`src/rtl/nv_nvdla_sdp_core_gpack.sv`:
```
// Packs IW-bit input beats into OW-bit output words (RATIO segments) with a per-segment mask.
// inp_last closes a word early; a closed word waits in assembly (HOLD) when the output register is stalled.
module nv_nvdla_sdp_core_gpack #(
   parameter int IW    = 128,
   parameter int OW    = 512,
   parameter int RATIO = OW / IW
) (
   input  logic             nvdla_core_clk,
   input  logic             nvdla_core_rstn,
   input  logic             inp_pvld,
   output logic             inp_prdy,
   input  logic [IW-1:0]    inp_data,
   input  logic             inp_last,
   output logic             out_pvld,
   input  logic             out_prdy,
   output logic [OW-1:0]    out_data,
   output logic [RATIO-1:0] out_mask,
   output logic             out_last
);

   typedef enum logic [1:0] {
      FILL = 2'd0,
      PART = 2'd1,
      HOLD = 2'd2
   } state_t;

   localparam logic [3:0] LAST_SEG = 4'(RATIO - 1);

   state_t           state, state_nxt;
   logic [3:0]       cnt, cnt_nxt;
   logic [OW-1:0]    asm_data, asm_data_nxt;
   logic [RATIO-1:0] asm_mask, asm_mask_nxt;
   logic             hold_last, hold_last_nxt;

   logic             hold;
   logic             inp_acc;
   logic             closing;
   logic             out_free;
   logic [OW-1:0]    cls_data;
   logic [RATIO-1:0] cls_mask;
   logic             out_load;
   logic [OW-1:0]    load_data;
   logic [RATIO-1:0] load_mask;
   logic             load_last;

   assign hold     = (state == HOLD);
   assign inp_prdy = !hold;
   assign inp_acc  = inp_pvld & inp_prdy;
   assign closing  = inp_acc & ((cnt == LAST_SEG) | inp_last);
   assign out_free = !out_pvld | out_prdy;

   // Assembly contents with the current beat merged into segment cnt.
   always_comb begin
      cls_data = asm_data;
      cls_mask = asm_mask;
      for (int unsigned k = 0; k < RATIO; k++) begin
         if (cnt == 4'(k)) begin
            cls_data[k*IW +: IW] = inp_data;
            cls_mask[k]          = 1'b1;
         end
      end
   end

   always_comb begin
      state_nxt     = state;
      cnt_nxt       = cnt;
      asm_data_nxt  = asm_data;
      asm_mask_nxt  = asm_mask;
      hold_last_nxt = hold_last;
      out_load      = 1'b0;
      load_data     = asm_data;
      load_mask     = asm_mask;
      load_last     = hold_last;
      unique case (state)
         FILL, PART: begin
            if (inp_acc) begin
               if (closing) begin
                  cnt_nxt = '0;
                  if (out_free) begin
                     out_load     = 1'b1;
                     load_data    = cls_data;
                     load_mask    = cls_mask;
                     load_last    = inp_last;
                     asm_data_nxt = '0;
                     asm_mask_nxt = '0;
                     state_nxt    = FILL;
                  end else begin
                     asm_data_nxt  = cls_data;
                     asm_mask_nxt  = cls_mask;
                     hold_last_nxt = inp_last;
                     state_nxt     = HOLD;
                  end
               end else begin
                  cnt_nxt      = cnt + 4'd1;
                  asm_data_nxt = cls_data;
                  asm_mask_nxt = cls_mask;
                  state_nxt    = PART;
               end
            end
         end
         HOLD: begin
            // Output register is always occupied here; it frees on out_prdy.
            if (out_prdy) begin
               out_load      = 1'b1;
               asm_data_nxt  = '0;
               asm_mask_nxt  = '0;
               hold_last_nxt = 1'b0;
               state_nxt     = FILL;
            end
         end
         default: state_nxt = FILL;
      endcase
   end

   always_ff @(posedge nvdla_core_clk or negedge nvdla_core_rstn) begin
      if (!nvdla_core_rstn) begin
         state     <= FILL;
         cnt       <= '0;
         asm_data  <= '0;
         asm_mask  <= '0;
         hold_last <= 1'b0;
      end else begin
         state     <= state_nxt;
         cnt       <= cnt_nxt;
         asm_data  <= asm_data_nxt;
         asm_mask  <= asm_mask_nxt;
         hold_last <= hold_last_nxt;
      end
   end

   always_ff @(posedge nvdla_core_clk or negedge nvdla_core_rstn) begin
      if (!nvdla_core_rstn) begin
         out_pvld <= 1'b0;
         out_data <= '0;
         out_mask <= '0;
         out_last <= 1'b0;
      end else if (out_load) begin
         out_pvld <= 1'b1;
         out_data <= load_data;
         out_mask <= load_mask;
         out_last <= load_last;
      end else if (out_prdy) begin
         out_pvld <= 1'b0;
      end
   end

endmodule

```
`config.mk`:
```
export PLATFORM = sky130hd
export DESIGN_NAME = nv_nvdla_sdp_core_gpack
export DESIGN_NICKNAME = d
export VERILOG_FILES = /design/src/rtl/nv_nvdla_sdp_core_gpack.sv
export SDC_FILE = /design/constraint.sdc
export NUM_CORES = 2
export LEC_CHECK = 0
export ABC_AREA = 1
export BUFFER_PORTS_ARGS = -buffer_cell sky130_fd_sc_hd__buf_4
export CAP_MARGIN = 20
export CORE_ASPECT_RATIO = 0.9
export CORE_UTILIZATION = 50
export CTS_CLUSTER_SIZE = 10
export DETAILED_ROUTE_END_ITERATION = 10
export PLACE_DENSITY = 0.74
export SETUP_SLACK_MARGIN = 0.3
export SYNTH_ARGS = -nofsm -noshare
export SYNTH_HDL_FRONTEND = slang
export SYNTH_SLANG_ARGS = --single-unit
```
`constraint.sdc`:
```
create_clock -name nvdla_core_clk -period 3.7 [get_ports nvdla_core_clk]
set_input_delay 0.37 -clock nvdla_core_clk [delete_from_list [all_inputs] [get_ports nvdla_core_clk]]
set_output_delay 0.37 -clock nvdla_core_clk [all_outputs]
set_load 0.02 [all_outputs]
```
======== Word-level counts from Yosys, hierarchy flattened ========
Index checks and enable logic that the tools add are counted.
operators by class
  $add $sub $neg .......................... 1
  eq/ne operators ......................... 9
  mux-type cells .......................... 47
  bitwise logic cells ..................... 4
  reduce and logical (&&, ||, !) cells .... 11
operators with widths
  kind                                                                   count
  512-bit two-way mux                                                    8
  512-bit case mux with 2 select lines                                   1
  128-bit two-way mux                                                    4
  4-bit two-way mux                                                      9
  1-bit two-way mux                                                      17
  4-bit by 2-bit equality test with 1-bit output, second input constant  2
  2-bit two-way mux                                                      4
  2-bit inequality test, second input constant                           4
  4-bit case mux with 2 select lines                                     1
  5-bit AND reduction                                                    1
  4-bit by 1-bit adder with 4-bit output, second input constant          1
  4-bit by 1-bit equality test with 1-bit output, second input constant  1
  4-bit zero test                                                        1
  1-bit case mux with 2 select lines                                     2
  2-bit case mux with 2 select lines                                     1
  2-bit AND reduction                                                    2
  2-bit nonzero test                                                     2
  3-bit AND reduction                                                    1
  1-bit AND                                                              2
  2-bit by 1-bit equality test with 1-bit output, second input constant  1
  2-bit equality test, second input constant                             1
  1-bit zero test                                                        2
  2-bit zero test                                                        1
  1-bit OR                                                               2
  2-bit OR reduction                                                     1
word-level totals
  register bits after elaboration ......... 1,041
  input bits .............................. 133
  output and inout bits ................... 519

======== Depth between registers and ports, before layout ========
  depth after elaboration ................. 8
  mapped depth ............................ 11
  gate-level depth less buffers ........... 9

======== Least setup slack after synthesis ========
No wires, ideal clock.
  kind .................................... reg2reg
  start ................................... register cnt[0]
  end ..................................... register out_data[399]
  arrival time ............................ 1.650 ns
  required time ........................... 3.583 ns
  path slack .............................. 1.933 ns
  cell stages (with the launch flop) ...... 11
  buffers on the path ..................... 3
  period minus slack after synthesis ...... 1.767 ns
  cells stage by stage .................... dfrtp_1 -> ha_1 -> nand2_1 -> buf_4 -> buf_4 -> clkbuf_1 -> nand2_1 -> o21ai_0 -> nand3_1 -> nand2_1 -> nand2_1
between the ends
  cells in the longest elaborated chain, start to end .. 6
ends and longest elaborated chain
  item                                                                       RTL line  source
  from (decl)                                                                30        logic [3:0] cnt, cnt_nxt;
  from (signal assigned)                                                     124       cnt <= cnt_nxt;
  4-bit by 2-bit equality test with 1-bit output *                           49, 57
  1-bit OR or 128-bit two-way mux (tied branches)                            49, 57
  1-bit AND or 512-bit two-way mux (tied branches)                           49, 79
  1-bit two-way mux or 512-bit two-way mux (tied branches)                   77        if (closing) begin
  1-bit two-way mux or 512-bit two-way mux (tied branches)                   76        if (inp_acc) begin
  1-bit case mux with 2 select lines or 512-bit two-way mux (tied branches)  74        unique case (state)
  to (signal assigned)                                                       139       out_data <= load_data;
  to (decl)                                                                  16        output logic [OW-1:0] out_data,
Mark *: on every way between the ends. The rest lies on a longest branch, timed or not.
A chain may end at the register's enable or synchronous reset.

======== Worst setup path after layout ========
  start ................................... register cnt[2]
  end ..................................... register out_data[267]
between the ends
  cells in the longest elaborated chain, start to end .. 6
ends and longest elaborated chain
  item                                                                       RTL line
  4-bit by 2-bit equality test with 1-bit output, on equally long branches   49, 57
  1-bit OR or 128-bit two-way mux (tied branches)                            49, 57
  1-bit AND or 512-bit two-way mux (tied branches)                           49, 79
  1-bit two-way mux or 512-bit two-way mux (tied branches)                   77
  1-bit two-way mux or 512-bit two-way mux (tied branches)                   76
  1-bit case mux with 2 select lines or 512-bit two-way mux (tied branches)  74
Several ways; a longest one is shown, not always the timed one.

==> results_dict.tcl <==
set metrics [dict create \
    cap_viol_max_count 0 \
    path_class "flip-flop to flip-flop" \
    finalSetupViolCount 0 \
    arrival_ns 3.48 \
    synth_nets 6542 \
    regArea_um2 26100 \
    finalSetupTns_ns 0 \
    clock_sinks 1041 \
    hold_viol 0 \
    layout_min_cycle_time_ns 2.89 \
    ios 652 \
    drcViolationCount 0 \
    cp_data_required_time_ns 4.29 \
    clockBufferDepth 3 \
    vias 47700 \
    track_usage_pct 30.7 \
    worst_setup_path_start_kind "flip-flop" \
    cts_max_level 3 \
    dieArea_um2 102000 \
    rows 110 \
    final-max-slew-violation-count 0 \
    routed_wl_um 160000 \
    core_area_um2 100000 \
    dp_cells 7943 \
    layout.nets 6873 \
    tightest_slew_ns 1.16 \
    yosysSeqAreaShare_pct 51.5 \
    yosys.area_share.simple_pct 23.3 \
    fin_skew_ns 0.0246 \
    nFillCells 8736 \
    layout-drive-gt1-share_pct 13.5 \
    antenna_found_initial 11 \
    yosysTopAreaCellShare_pct 51.5 \
    worstPathMaxFanout 90 \
    synth_compound_area_share_pct 16.0 \
    grt_max_degree 236 \
    gp_congestion 0.828 \
    root_buffer "clkbuf_16" \
    ys_ff_latch 1041 \
    portBuffers 651 \
    drt_iter0_markers 5097 \
    clk_pin_slew_worst_paths_ns 0.06 \
    place_hpwl_um 95600 \
    max_freq_ghz 0.346 \
    cts_buffers 116 \
    clock_latency_ns 0.72 \
    overflow 0 \
    leakage_nw 29.9 \
    die_h_um 304 \
    rsz0062_at_grt "false" \
    avgSynthCellArea_um2 7.89 \
    synth.area.top_cells "dfrtp_1 (52%), nand2_1 (12%), nand3_1 (11%), o21ai_0 (9.5%), o22ai_1 (6.0%)" \
    fp.dieW_um 337 \
    syn_area_um2 50500 \
    endpoint_kind "flip-flop" \
    start_util_pct 50.5 \
    area_delta_synth_final_pct 17.9 \
    synth_top_family_by_area "simple AND/OR/NAND/NOR gates" \
    synthCells 6405 \
    grt_pass1_vias 44900 \
    relSlewSlack_pct 22.8 \
    yosysWarnings 0 \
    stdcell_count 8105 \
    drt_pass1_iterations 5 \
    muxShareOfSynthArea_pct 0 \
    wire_per_inst_um 19.7 \
    powerDensity_nw_per_um2 963 \
    yosys.area.top_type "dfrtp_1" \
    ir_drop_v 0.000560 \
    via_per_inst 5.88 \
    synth.distinct_cells 24 \
    placed_cell_area_um2 56200 \
    outcome "finished clean" \
    cts_tree "done" \
    final_core_util_pct 59.6 \
    hold_path.class "input port to flip-flop" \
    ant_nets 0 \
    synth_xor_area_share_pct 0.0173 \
    multi_input_area_um2 20000 \
    finalInstanceArea_um2 59600 \
    synth_fa_ha_area_share_pct 0.0990 \
    finalCritPeriodShare_pct 78.1 \
    grt_first_pass_wirelength_um 253000 \
]
[logic make-up (layout without fill, tap and decap cells)]
| group | after synthesis | in the layout |
|---|---|---|
| buf+inv | 1106 | 1458 |
| simple gates | 2761 | 2761 |
| flops | 1041 | 1041 |
| fa+ha+maj | 4 | 4 |
| xor+xnor | 1 | 1 |
| compound gates | 1492 | 1492 |
| other cells | 0 | 4 |
[synth_stat cells]
cell type,n
nand3b_1,1
nor2_2,2
nor2_1,32
clkbuf_1,256
a21oi_1,5
nor3_1,1
buf_6,12
inv_2,4
xor2_1,1
inv_1,530
ha_1,4
clkbuf_2,3
nand2_2,3
buf_2,252
nand3_2,1
nand2_1,1627
o21ai_0,959
dfrtp_1,1041
o22ai_1,485
o21ai_1,43
buf_1,41
buf_4,8
nand4_1,4
nand3_1,1090
[critical path, cell delays in order (launching register included)]
cell and delay (ns):
dfrtp_1 0.42, nor2_4 0.41, nand2_4 0.11, nand2_2 0.20, nand2_1 0.20, inv_8 0.55
buf_4 0.48, nand3_1 0.14, nand2_1 0.11, nand2_1 0.06
[sequential cells by signal (all words and copies together), names as in the netlist]
register / count
out_data: 512
cnt: 4
asm_data: 512
out_mask: 4
asm_mask: 4
state: 2
out_pvld: 1
out_last: 1
hold_last: 1
[layer usage]
layer	wire, um	vias to the layer above	GRT usage [%]
li1	-	22100	-
met5	59	-	0
met3	13500	391	5.75
met1	65500	23000	42.9
met2	72900	2207	45.8
met4	7900	10	14.9
[power by group]
group          internal, W  switching [W]
Clock              0.00581        0.00451
Sequential          0.0165        0.00308
Combinational      0.00994         0.0175
[worst paths after layout]
path / startpoint / depth (start not counted) / slack (ns) / endpoint
worst max-delay path: cnt[2] / 9 / 0.81 / out_data[267]
worst min-delay path: inp_data[106] / 3 / 0.03 / asm_data[362]
worst max register to register: cnt[2] / 9 / 0.81 / out_data[267]
worst min register to register: hold_last / 2 / 0.49 / hold_last
max in group asynchronous: nvdla_core_rstn / 4 / 2.29 / out_data[279]
min in group asynchronous: nvdla_core_rstn / 2 / 0.22 / out_data[195]
[repair_timing]
| action | in CTS | in global routing |
|---|---|---|
| hold endpoints to repair | 70 | 0 |
| hold buffers | 19 | 0 |
| setup buffers | 0 | 0 |
| setup endpoints to repair | 0 | 0 |
| gates resized for setup | 0 | 0 |
[through the flow]
stage / worst slack, ns / hold slack, ns / power (W)
after floorplan: 1.93 / 0.0744 / 0.0365
after global placement: 0.941 / 0.383 / 0.0460
after detailed placement: 0.850 / 0.380 / 0.0469
after CTS: 0.846 / 0.00251 / 0.0574
after global routing: 0.616 / 0.0137 / 0.0614
final: 0.811 / 0.0331 / 0.0574
[layout by cell type, fill, tap and decap left out, types with 3 or more instances in the layout]
cell type,count
nand2_1,1621
nand3_1,1089
dfrtp_1,1040
o21ai_0,959
buf_4,706
inv_1,530
o22ai_1,485
clkbuf_16,120
buf_12,59
o21ai_1,43
nor2_1,32
dlygate4sd3_1,19
clkbuf_1,10
nand2_4,6
a21oi_1,5
diode_2,4
nand4_1,4
ha_1,3
[area by class of cell]
cell class / count / share of cell area (%)
diodes: 4 / 0.0168
clock buffers: 132 / 5.15
clock inverters: 7 / 0.155
inverters: 534 / 3.39
multi-input cells: 4258 / 33.5
flip-flops and latches: 1041 / 43.7
well taps: 1344 / 2.82
repair buffers: 785 / 11.2
Note: power is estimated with default switching activity, not from simulation.
